File: src/rtl/turn_sequencer_if.sv
// turn_sequencer_if
//   Bundles the turn sequencer's game-side signals: player count, pick
//   button, card-match strobe, position read-back and the turn/step/winner
//   outputs.
//   slave  : the sequencer (consumes n_players/btn/match/p_pos, drives the rest)
//   master : the surrounding game logic / bench
interface turn_sequencer_if #(
  parameter int MAXP = 4,
  parameter int PW   = 5
);
  logic [3:0]         n_players;
  logic               btn;
  logic               match_valid;
  logic               match_ok;
  logic [MAXP*PW-1:0] p_pos;
  logic [MAXP-1:0]    p_da;
  logic               step;
  logic [1:0]         cur_player;
  logic               win_valid;
  logic [1:0]         win_id;

  modport master (
    output n_players, btn, match_valid, match_ok, p_pos,
    input  p_da, step, cur_player, win_valid, win_id
  );

  modport slave (
    input  n_players, btn, match_valid, match_ok, p_pos,
    output p_da, step, cur_player, win_valid, win_id
  );
endinterface

File: src/rtl/turn_sequencer.sv
// turn_sequencer
//   Turn control for the board game: one-hot player enable p_da and a single
//   step pulse per matched pick, capture detection after every step, player
//   elimination and winner declaration.
// Ports:
//   clk  - system clock
//   rst  - asynchronous, active-high reset
//   bus  - turn_sequencer_if.slave (n_players, btn, match_valid, match_ok,
//          p_pos in; p_da, step, cur_player, win_valid, win_id out)
// Optional: define TURN_TIMEOUT_EN to forfeit a turn after TIMEOUT_CYC idle
//   cycles in WAIT_PICK; without it WAIT_PICK waits indefinitely.
//
// state     | meaning
// IDLE      | no game; waiting for a button press with a legal count
// WAIT_PICK | active player enabled, waiting for the pick button
// WAIT_RES  | waiting for the card logic's match result
// STEP      | one-cycle step pulse to the position counters
// SETTLE    | two cycles for the counter output to settle
// CHECK     | compare positions, capture, detect a winner
// NEXT      | advance to the next surviving player
// WIN       | game over, terminal until reset
module turn_sequencer #(
  parameter int MAXP        = 4,
  parameter int PW          = 5,
  parameter int TIMEOUT_CYC = 50000000
) (
  input logic             clk,
  input logic             rst,
  turn_sequencer_if.slave bus
);
  typedef enum logic [2:0] {
    S_IDLE, S_WAIT_PICK, S_WAIT_RES, S_STEP, S_SETTLE, S_CHECK, S_NEXT, S_WIN
  } state_t;

  localparam logic [MAXP-1:0] ONE = MAXP'(1);

  state_t          r_state;
  logic [2:0]      r_count;
  logic [MAXP-1:0] r_elim;
  logic [2:0]      r_caps;
  logic            r_settle;
  logic [MAXP-1:0] r_pda;
  logic            r_step;
  logic [1:0]      r_cur;
  logic            r_win_valid;
  logic [1:0]      r_win_id;
  logic            r_btn_s1, r_btn_s2, r_btn_s3;

`ifdef TURN_TIMEOUT_EN
  localparam int TW = $clog2(TIMEOUT_CYC + 1);
  logic [TW-1:0] r_tmo;
`endif

  logic            w_btn_ev;
  logic            w_n_legal;
  logic [PW-1:0]   w_cur_pos;
  logic [MAXP-1:0] w_cap;
  logic [2:0]      w_cap_cnt;
  logic [1:0]      w_next;

  assign w_btn_ev  = r_btn_s2 & ~r_btn_s3;
  assign w_n_legal = (bus.n_players >= 4'd2) && (bus.n_players <= 4'd4);
  assign w_cur_pos = bus.p_pos[r_cur*PW +: PW];

  // Opponents still in play that share the active player's square.
  always_comb begin
    w_cap     = '0;
    w_cap_cnt = '0;
    for (int j = 0; j < MAXP; j++) begin
      if (j < int'(r_count) && j != int'(r_cur) && !r_elim[j] &&
          bus.p_pos[j*PW +: PW] == w_cur_pos) begin
        w_cap[j]  = 1'b1;
        w_cap_cnt = w_cap_cnt + 3'd1;
      end
    end
  end

  // Nearest surviving player after r_cur; scanning k downwards lets the
  // smallest offset win.
  always_comb begin
    int idx;
    idx    = 0;
    w_next = r_cur;
    for (int k = MAXP - 1; k >= 1; k--) begin
      idx = int'(r_cur) + k;
      if (idx >= int'(r_count)) idx = idx - int'(r_count);
      if (k < int'(r_count) && !r_elim[2'(idx)]) w_next = 2'(idx);
    end
  end

  always_ff @(posedge clk or posedge rst) begin
    if (rst) begin
      r_state     <= S_IDLE;
      r_count     <= '0;
      r_elim      <= '0;
      r_caps      <= '0;
      r_settle    <= 1'b0;
      r_pda       <= '0;
      r_step      <= 1'b0;
      r_cur       <= '0;
      r_win_valid <= 1'b0;
      r_win_id    <= '0;
      r_btn_s1    <= 1'b0;
      r_btn_s2    <= 1'b0;
      r_btn_s3    <= 1'b0;
`ifdef TURN_TIMEOUT_EN
      r_tmo       <= '0;
`endif
    end else begin
      r_btn_s1 <= bus.btn;
      r_btn_s2 <= r_btn_s1;
      r_btn_s3 <= r_btn_s2;
      r_step   <= 1'b0;
      unique case (r_state)
        S_IDLE: begin
          r_pda <= '0;
          if (w_btn_ev && w_n_legal) begin
            r_count <= bus.n_players[2:0];
            r_cur   <= '0;
            r_pda   <= ONE;
            r_elim  <= '0;
            r_caps  <= '0;
            r_state <= S_WAIT_PICK;
`ifdef TURN_TIMEOUT_EN
            r_tmo   <= '0;
`endif
          end
        end
        S_WAIT_PICK: begin
          if (w_btn_ev) begin
            r_state <= S_WAIT_RES;
          end
`ifdef TURN_TIMEOUT_EN
          else if (r_tmo == TW'(TIMEOUT_CYC - 1)) begin
            r_state <= S_NEXT;
          end else begin
            r_tmo <= r_tmo + 1'b1;
          end
`endif
        end
        S_WAIT_RES: begin
          if (bus.match_valid) begin
            if (bus.match_ok) begin
              r_step  <= 1'b1;
              r_state <= S_STEP;
            end else begin
              r_state <= S_NEXT;
            end
          end
        end
        S_STEP: begin
          r_settle <= 1'b0;
          r_state  <= S_SETTLE;
        end
        S_SETTLE: begin
          if (r_settle) r_state <= S_CHECK;
          else          r_settle <= 1'b1;
        end
        S_CHECK: begin
          r_elim <= r_elim | w_cap;
          r_caps <= r_caps + w_cap_cnt;
          if (r_caps + w_cap_cnt == r_count - 3'd1) begin
            r_win_id    <= r_cur;
            r_win_valid <= 1'b1;
            r_pda       <= '0;
            r_state     <= S_WIN;
          end else begin
            r_state <= S_WAIT_PICK;
`ifdef TURN_TIMEOUT_EN
            r_tmo   <= '0;
`endif
          end
        end
        S_NEXT: begin
          r_cur   <= w_next;
          r_pda   <= ONE << w_next;
          r_state <= S_WAIT_PICK;
`ifdef TURN_TIMEOUT_EN
          r_tmo   <= '0;
`endif
        end
        S_WIN: begin
          r_pda <= '0;
        end
        default: r_state <= S_IDLE;
      endcase
    end
  end

  assign bus.p_da       = r_pda;
  assign bus.step       = r_step;
  assign bus.cur_player = r_cur;
  assign bus.win_valid  = r_win_valid;
  assign bus.win_id     = r_win_id;
endmodule

File: src/flat_wrapper.sv
// flat-port wrapper written by rule: the top's interface ports become plain ports
module turn_sequencer_flat 
#(
  parameter int MAXP        = 4,
  parameter int PW          = 5,
  parameter int TIMEOUT_CYC = 50000000
)
  (clk, rst, bus_n_players, bus_btn, bus_match_valid, bus_match_ok, bus_p_pos, bus_p_da, bus_step, bus_cur_player, bus_win_valid, bus_win_id);
  turn_sequencer_if #(.MAXP(MAXP), .PW(PW)) bus_i ();
  input logic clk;
  input logic rst;
  input wire logic [$bits(bus_i.n_players)-1:0] bus_n_players;
  input wire logic [$bits(bus_i.btn)-1:0] bus_btn;
  input wire logic [$bits(bus_i.match_valid)-1:0] bus_match_valid;
  input wire logic [$bits(bus_i.match_ok)-1:0] bus_match_ok;
  input wire logic [$bits(bus_i.p_pos)-1:0] bus_p_pos;
  output wire logic [$bits(bus_i.p_da)-1:0] bus_p_da;
  output wire logic [$bits(bus_i.step)-1:0] bus_step;
  output wire logic [$bits(bus_i.cur_player)-1:0] bus_cur_player;
  output wire logic [$bits(bus_i.win_valid)-1:0] bus_win_valid;
  output wire logic [$bits(bus_i.win_id)-1:0] bus_win_id;
  assign bus_i.n_players = bus_n_players;
  assign bus_i.btn = bus_btn;
  assign bus_i.match_valid = bus_match_valid;
  assign bus_i.match_ok = bus_match_ok;
  assign bus_i.p_pos = bus_p_pos;
  assign bus_p_da = bus_i.p_da;
  assign bus_step = bus_i.step;
  assign bus_cur_player = bus_i.cur_player;
  assign bus_win_valid = bus_i.win_valid;
  assign bus_win_id = bus_i.win_id;
  turn_sequencer #(.MAXP(MAXP), .PW(PW), .TIMEOUT_CYC(TIMEOUT_CYC)) u_core (.clk(clk), .rst(rst), .bus(bus_i));
endmodule
File: config.mk
export PLATFORM = sky130hd
export DESIGN_NAME = turn_sequencer_flat
export DESIGN_NICKNAME = d
export VERILOG_FILES = /design/src/rtl/turn_sequencer_if.sv /design/src/rtl/turn_sequencer.sv /design/src/flat_wrapper.sv
export SDC_FILE = /design/constraint.sdc
export NUM_CORES = 1
export LEC_CHECK = 0
export CAP_MARGIN = 20
export CORE_MARGIN = 1.5
export CORE_UTILIZATION = 35
export DETAILED_ROUTE_END_ITERATION = 7
export PLACE_DENSITY_LB_ADDON = 0.08
export SLEW_MARGIN = 30
export SYNTH_ARGS = -nofsm -noshare
export SYNTH_HDL_FRONTEND = slang
export SYNTH_SLANG_ARGS = --single-unit
File: constraint.sdc
create_clock -name clk -period 5.01 [get_ports clk]
set_input_delay 0.501 -clock clk [delete_from_list [all_inputs] [get_ports clk]]
set_output_delay 0.501 -clock clk [all_outputs]
set_load 0.005 [all_outputs]
# Yosys cells after proc, flatten, opt, wreduce, memory -nomap -nowiden

Index checks and enable logic that the tools add are counted.

Word-level logic and storage cells: 142
Output and inout bits: 10
Register bits: 27

Eq/ne operators: 20
$add $sub $neg: 11
Shift operators: 2
Bitwise logic cells: 3
Multiplexer cells: 43
Reductions and logical operators: 37
Multipliers: 1
$lt $le $gt $ge: 12

Operator list:

| operator            | number |
|---|---|
| $mux 3              | 10 |
| $pmux 3 s7          | 1 |
| $eq 5x5->1          | 4 |
| $shiftx 20x6->5     | 1 |
| $logic_and 1x1->1   | 17 |
| $pmux 4 s4          | 1 |
| $mux 1              | 15 |
| $mux 2              | 7 |
| $eq 3x3->1 const B  | 4 |
| $lt 2x4->1 const B  | 3 |
| $reduce_and 2->1    | 5 |
| $ge 3x3->1          | 3 |
| $mux 4              | 2 |
| $ne 2x1->1 const B  | 4 |
| $pmux 4 s2          | 1 |
| $reduce_bool 2->1   | 4 |
| $logic_not 1->1     | 7 |
| $reduce_bool 7->1   | 1 |
| $add 2x2->3 const B | 2 |
| $add 3x1->3 const B | 2 |
| $bmux 1 s2          | 3 |
| $eq 3x2->1 const B  | 2 |
| $lt 1x3->1 const A  | 2 |
| $lt 2x3->1 const A  | 2 |
| 23 further kinds    | 26 |

# Logic depth before layout (Yosys ltp)

Depth in word-level cells: 15
Depth in mapped cells: 19

# Worst setup path after synthesis

No wires, ideal clock.

Path kind: flip-flop to flip-flop
From: register u_core.r_cur[1] (netlist: u_core.bus.cur_player[1])
To: register u_core.r_pda[0] (netlist: u_core.bus.p_da[0])
Path buffers: 2
Library setup time: 0.125 ns
Cell stages (with the launch flop): 18
Data arrival time: 4.457 ns
Path slack: 0.429 ns
Cells stage by stage: dfrtp_1 buf_4 buf_6 inv_1 ha_1 a311o_1 a21oi_1 o21ai_0 ha_1 xnor2_1 ha_1 mux2_2 fa_1 xor2_1 xnor2_1 xnor3_1 o21ai_2 mux2_2

Cells in the longest elaborated chain, start to end: 15
Elaborated cells on any way between the ends: 65
Those cells by class: add/sub: 10; mul: 1; order compare: 3; eq/ne: 9; shift: 2; mux: 20; reduce/logical: 20

RTL lines:

| what                                                        | line                                       | RTL |
|---|---|---|
| start, declared                                             | turn_sequencer.sv:44                       | `logic [1:0] r_cur;` |
| start signal, assigned                                      | turn_sequencer.sv:175                      | `r_cur <= w_next;` |
| $mul 2x3->5 / $reduce_bool 2->1 (equally long branches)     | turn_sequencer.sv:63, turn_sequencer.sv:70 |  |
| $shiftx 20x6->5 / $logic_and 1x1->1 (equally long branches) | turn_sequencer.sv:63, turn_sequencer.sv:70 |  |
| $eq 5x5->1 / $logic_and 1x1->1 (equally long branches)      | turn_sequencer.sv:71, turn_sequencer.sv:70 |  |
| $logic_and 1x1->1                                           | turn_sequencer.sv:70                       | `if (j < int'(r_count) && j != int'(r_cur) && !r_elim[j] &&` |
| $mux 1                                                      | turn_sequencer.sv:70                       |  |
| $add 1x1->2                                                 | turn_sequencer.sv:73                       | `w_cap_cnt = w_cap_cnt + 3'd1;` |
| $mux 3                                                      | turn_sequencer.sv:70                       |  |
| $add 3x1->3                                                 | turn_sequencer.sv:73                       |  |
| $mux 3                                                      | turn_sequencer.sv:70                       |  |
| $add 3x1->3                                                 | turn_sequencer.sv:73                       |  |
| $mux 3                                                      | turn_sequencer.sv:70                       |  |
| $add 3x3->3                                                 | turn_sequencer.sv:162                      | `if (r_caps + w_cap_cnt == r_count - 3'd1) begin` |
| $eq 3x3->1                                                  | turn_sequencer.sv:162                      |  |
| $ne 2x1->1 (no line)                                        | n/a                                        |  |
| $reduce_and 2->1 (no line)                                  | n/a                                        |  |
| end signal, assigned                                        | turn_sequencer.sv:176                      | `r_pda <= ONE << w_next;` |
| end, declared                                               | turn_sequencer.sv:42                       | `logic [MAXP-1:0] r_pda;` |

Parallel ways exist; a longest one is shown, timed or not. The select of a mux whose other input is x is not followed.
A chain may end at the register's enable or synchronous reset.

# Worst setup path in the final report

From: register u_core.r_cur[1] (netlist: u_core.bus.cur_player[1])
To: register u_core.r_win_id[1] (netlist: u_core.bus.win_id[1])

Cells in the longest elaborated chain, start to end: 14
Elaborated cells on any way between the ends: 32
Those cells by class: add/sub: 4; mul: 1; eq/ne: 8; shift: 1; mux: 4; reduce/logical: 14

RTL lines:

| what                                                        | line                                       | RTL |
|---|---|---|
| $mul 2x3->5 / $reduce_bool 2->1 (equally long branches)     | turn_sequencer.sv:63, turn_sequencer.sv:70 |  |
| $shiftx 20x6->5 / $logic_and 1x1->1 (equally long branches) | turn_sequencer.sv:63, turn_sequencer.sv:70 |  |
| $eq 5x5->1 / $logic_and 1x1->1 (equally long branches)      | turn_sequencer.sv:71, turn_sequencer.sv:70 |  |
| $logic_and 1x1->1                                           | turn_sequencer.sv:70                       |  |
| $mux 1                                                      | turn_sequencer.sv:70                       |  |
| $add 1x1->2                                                 | turn_sequencer.sv:73                       |  |
| $mux 3                                                      | turn_sequencer.sv:70                       |  |
| $add 3x1->3                                                 | turn_sequencer.sv:73                       |  |
| $mux 3                                                      | turn_sequencer.sv:70                       |  |
| $add 3x1->3                                                 | turn_sequencer.sv:73                       |  |
| $mux 3                                                      | turn_sequencer.sv:70                       |  |
| $add 3x3->3                                                 | turn_sequencer.sv:162                      |  |
| $eq 3x3->1                                                  | turn_sequencer.sv:162                      |  |
| $reduce_and 2->1 (no line)                                  | n/a                                        |  |
| end signal, assigned                                        | turn_sequencer.sv:163                      | `r_win_id <= r_cur;` |
| end, declared                                               | turn_sequencer.sv:46                       | `logic [1:0] r_win_id;` |

Parallel ways exist; a longest one is shown, timed or not.

==> out/results.ini <==
[logic_synthesis]
synth_area_leaders = dfrtp_1 23%, xnor2_1 8.8%, ha_1 8.7%
synthCells = 335
yosysSeqAreaShare_pct = 23.4
ys_ff_latch = 27
syn_avg_cell_area_um2 = 8.63
syn_nets = 385
netlist.top_cell.by_area = dfrtp_1
yosysUniqueCellTypes = 64
synthesis.area_mm2 = 0.00289
synth_edf_count = 0
synth_ff_type = dfrtp_1
synth_top_area_share_pct = 23.4
async_flop_share_pct = 100
yosysWarningCount = 0

[worst_setup_path]
startpoint_type = register
cp.required_ns = 5.17
worstPathMaxFanout = 16
worstSetupEndpointType = register
critPathArrivalTime_ns = 4.88
path_class = register to register

[global_routing]
met3_usage_pct = 0.971
grt_overflow = 0
use_met1_pct = 24.9
grt_pass1_wl_um = 12600
grt_pass1_vias = 2597
antenna_found_initial = 0
grt.busiest_layer = met2
grt_max_degree = 28
grt.total_usage_pct = 17.7
grt_util_met2_pct = 29.6

[place]
place_hpwl_um = 5890
port_buffers = 38
routabilityCongestion = 0.859

[timing]
fmax_mhz = 212
tightest_slew_ns = 0.643
report.final.setup_viol = 0
rsz0062_at_grt = false
slew_headroom_pct = 57.0
fin_tns_setup_ns = 0
min_period_over_period_pct = 94.1
hold_violations = 0
slew_viol_final = 0
skew_ns = 0.00489
min_period_ns = 4.71

[clock_network]
postCtsSetupBuffers = 0
insertion_delay_ns = 0.27
cts_root_buffer = clkbuf_8
cts.sink_count = 27
cts_hold_buf = 0
ctsResizeCount = 0
cts-htree-levels = 1
clk_pin_slew_worst_paths_ns = 0.09
cts_tree = done
clock_path_buffers = 2
cts_buffers = 3

[floorplanning]
ioPinCount = 39
die_y_um = 93.9
initial_core_util_pct = 36.8
num_rows = 32
die_x_um = 93.9
core_mm2 = 0.00785
dieArea_mm2 = 0.00882

[detailed_routing]
ant_nets = 0
routedWlPerCell_um = 15.3
vias = 2584
drcViolationCount = 0
viasPerCell = 5.30
drtIter0Drc = 58
finalWirelength_um = 7480
dr.pass1.iters = 4

[power]
p_leak_nw = 1.51
ir_worst_vdd_mv = 0.245
power_density_mw_per_mm2 = 610
total_power_mw = 2.17

[job]
maxCapViolCount = 0

[worst_hold_path]
hold_path.class = register to register

[status]
status = complete, no violations

[finish]
area_growth_pct = 23.1
num_antenna_cells = 0
drive_gt1_share_pct = 11.9
nets = 437
nFillCells = 823

[critical path: stages, from the launching register on]
cell and delay [ns]:
dfrtp_1 0.51, buf_12 0.20, mux2i_1 0.30, xor2_1 0.24
o2111a_1 0.24, o21ai_0 0.13, ha_1 0.32, xnor2_1 0.24
ha_1 0.27, mux2_2 0.28, fa_1 0.40, xor2_1 0.18
xnor2_1 0.29, xnor3_1 0.40, or2_4 0.28, mux2_4 0.30
[metrics by stage]
stage	util (%)	instances	hold slack, ns	area, um2	setup WS, ns
after floorplan	-	335	0.331	2890	0.429
after global routing	45.3	488	0.393	3560	0.0401
final	45.3	488	0.387	3560	0.296
after detailed placement	44.7	484	0.350	3510	0.0162
after global placement	44.7	484	0.350	3510	0.0524
after CTS	45.3	488	0.381	3550	0.246
[synthesized netlist by cell type, types with 5 or more instances]
| cell | count |
|---|---|
| nor2_1 | 13 |
| dfrtp_1 | 27 |
| nor3_1 | 7 |
| o21ai_0 | 24 |
| nand2_1 | 26 |
| inv_1 | 18 |
| ha_1 | 20 |
| mux2_2 | 8 |
| clkbuf_1 | 5 |
| o211ai_1 | 6 |
| nand3_1 | 13 |
| mux2i_1 | 15 |
| nand2b_1 | 7 |
| a21oi_1 | 15 |
| and2_1 | 5 |
| a211oi_1 | 6 |
| xor2_1 | 17 |
| xnor2_1 | 29 |
[cell families (layout without fill, tap and decap cells)]
group           after synthesis  in the layout  share of synthesized area [%]
compound gates               90             90                           21.8
simple gates                 94             94                           16.7
mux                          25             25                           9.35
fa+ha+maj                    21             21                           9.35
flops                        27             27                           23.4
xor+xnor                     47             47                           14.7
buf+inv                      31             82                           4.72
[power breakdown]
group	switching [mW]	internal, mW	total, mW
clock	0.0681	0.0571	0.125
sequential	0.0951	0.273	0.369
combinational	0.925	0.751	1.68
[state kept, by name, summed over array words and instances (netlist names)]
name / count
u_core.bus.p_da: 4
u_core.bus.step: 1
u_core.r_state: 3
u_core.r_caps: 3
u_core.r_settle: 1
u_core.bus.win_valid: 1
u_core.r_btn_s3: 1
u_core.bus.win_id: 2
u_core.bus.cur_player: 2
u_core.r_btn_s1: 1
u_core.r_elim: 4
u_core.r_btn_s2: 1
u_core.r_count: 3
[per-layer routing]
layer,part of all wire (%),routed length [um]
met1,50,3750
met2,46,3450
met3,2.4,178
met4,1.4,102
met5,0,0
[cell type report]
type	count	area [um2]	share of cell area, %
timing repair buffer	60	558	15.7
inverter	18	67.6	1.90
multi-input combinational	277	2080	58.6
clock buffer	4	45.0	1.27
tap	102	128	3.59
sequential	27	676	19.0
[final timing paths]
check,from,end,slack [ns],cells after the start
min reg2reg,u_core.r_btn_s1,u_core.r_btn_s2,0.39,0
max,u_core.bus.cur_player[1],u_core.bus.win_id[1],0.30,15
max in group asynchronous,rst,u_core.r_caps[0],4.05,2
min in group asynchronous,rst,u_core.bus.p_da[3],0.58,2
max reg2reg,u_core.bus.cur_player[1],u_core.bus.win_id[1],0.30,15
min,u_core.r_btn_s1,u_core.r_btn_s2,0.39,0
[layout by cell type, fill, tap and decap left out, drive strengths merged, types with 10 or more instances in the layout]
cell / n
clkdlybuf4s50: 38
xnor2: 29
dfrtp: 27
nand2: 26
o21ai: 25
buf: 22
ha: 20
inv: 18
xor2: 17
a21oi: 15
mux2i: 15
nand3: 13
nor2: 13
mux2: 10
(Power assumes the default switching activity.)
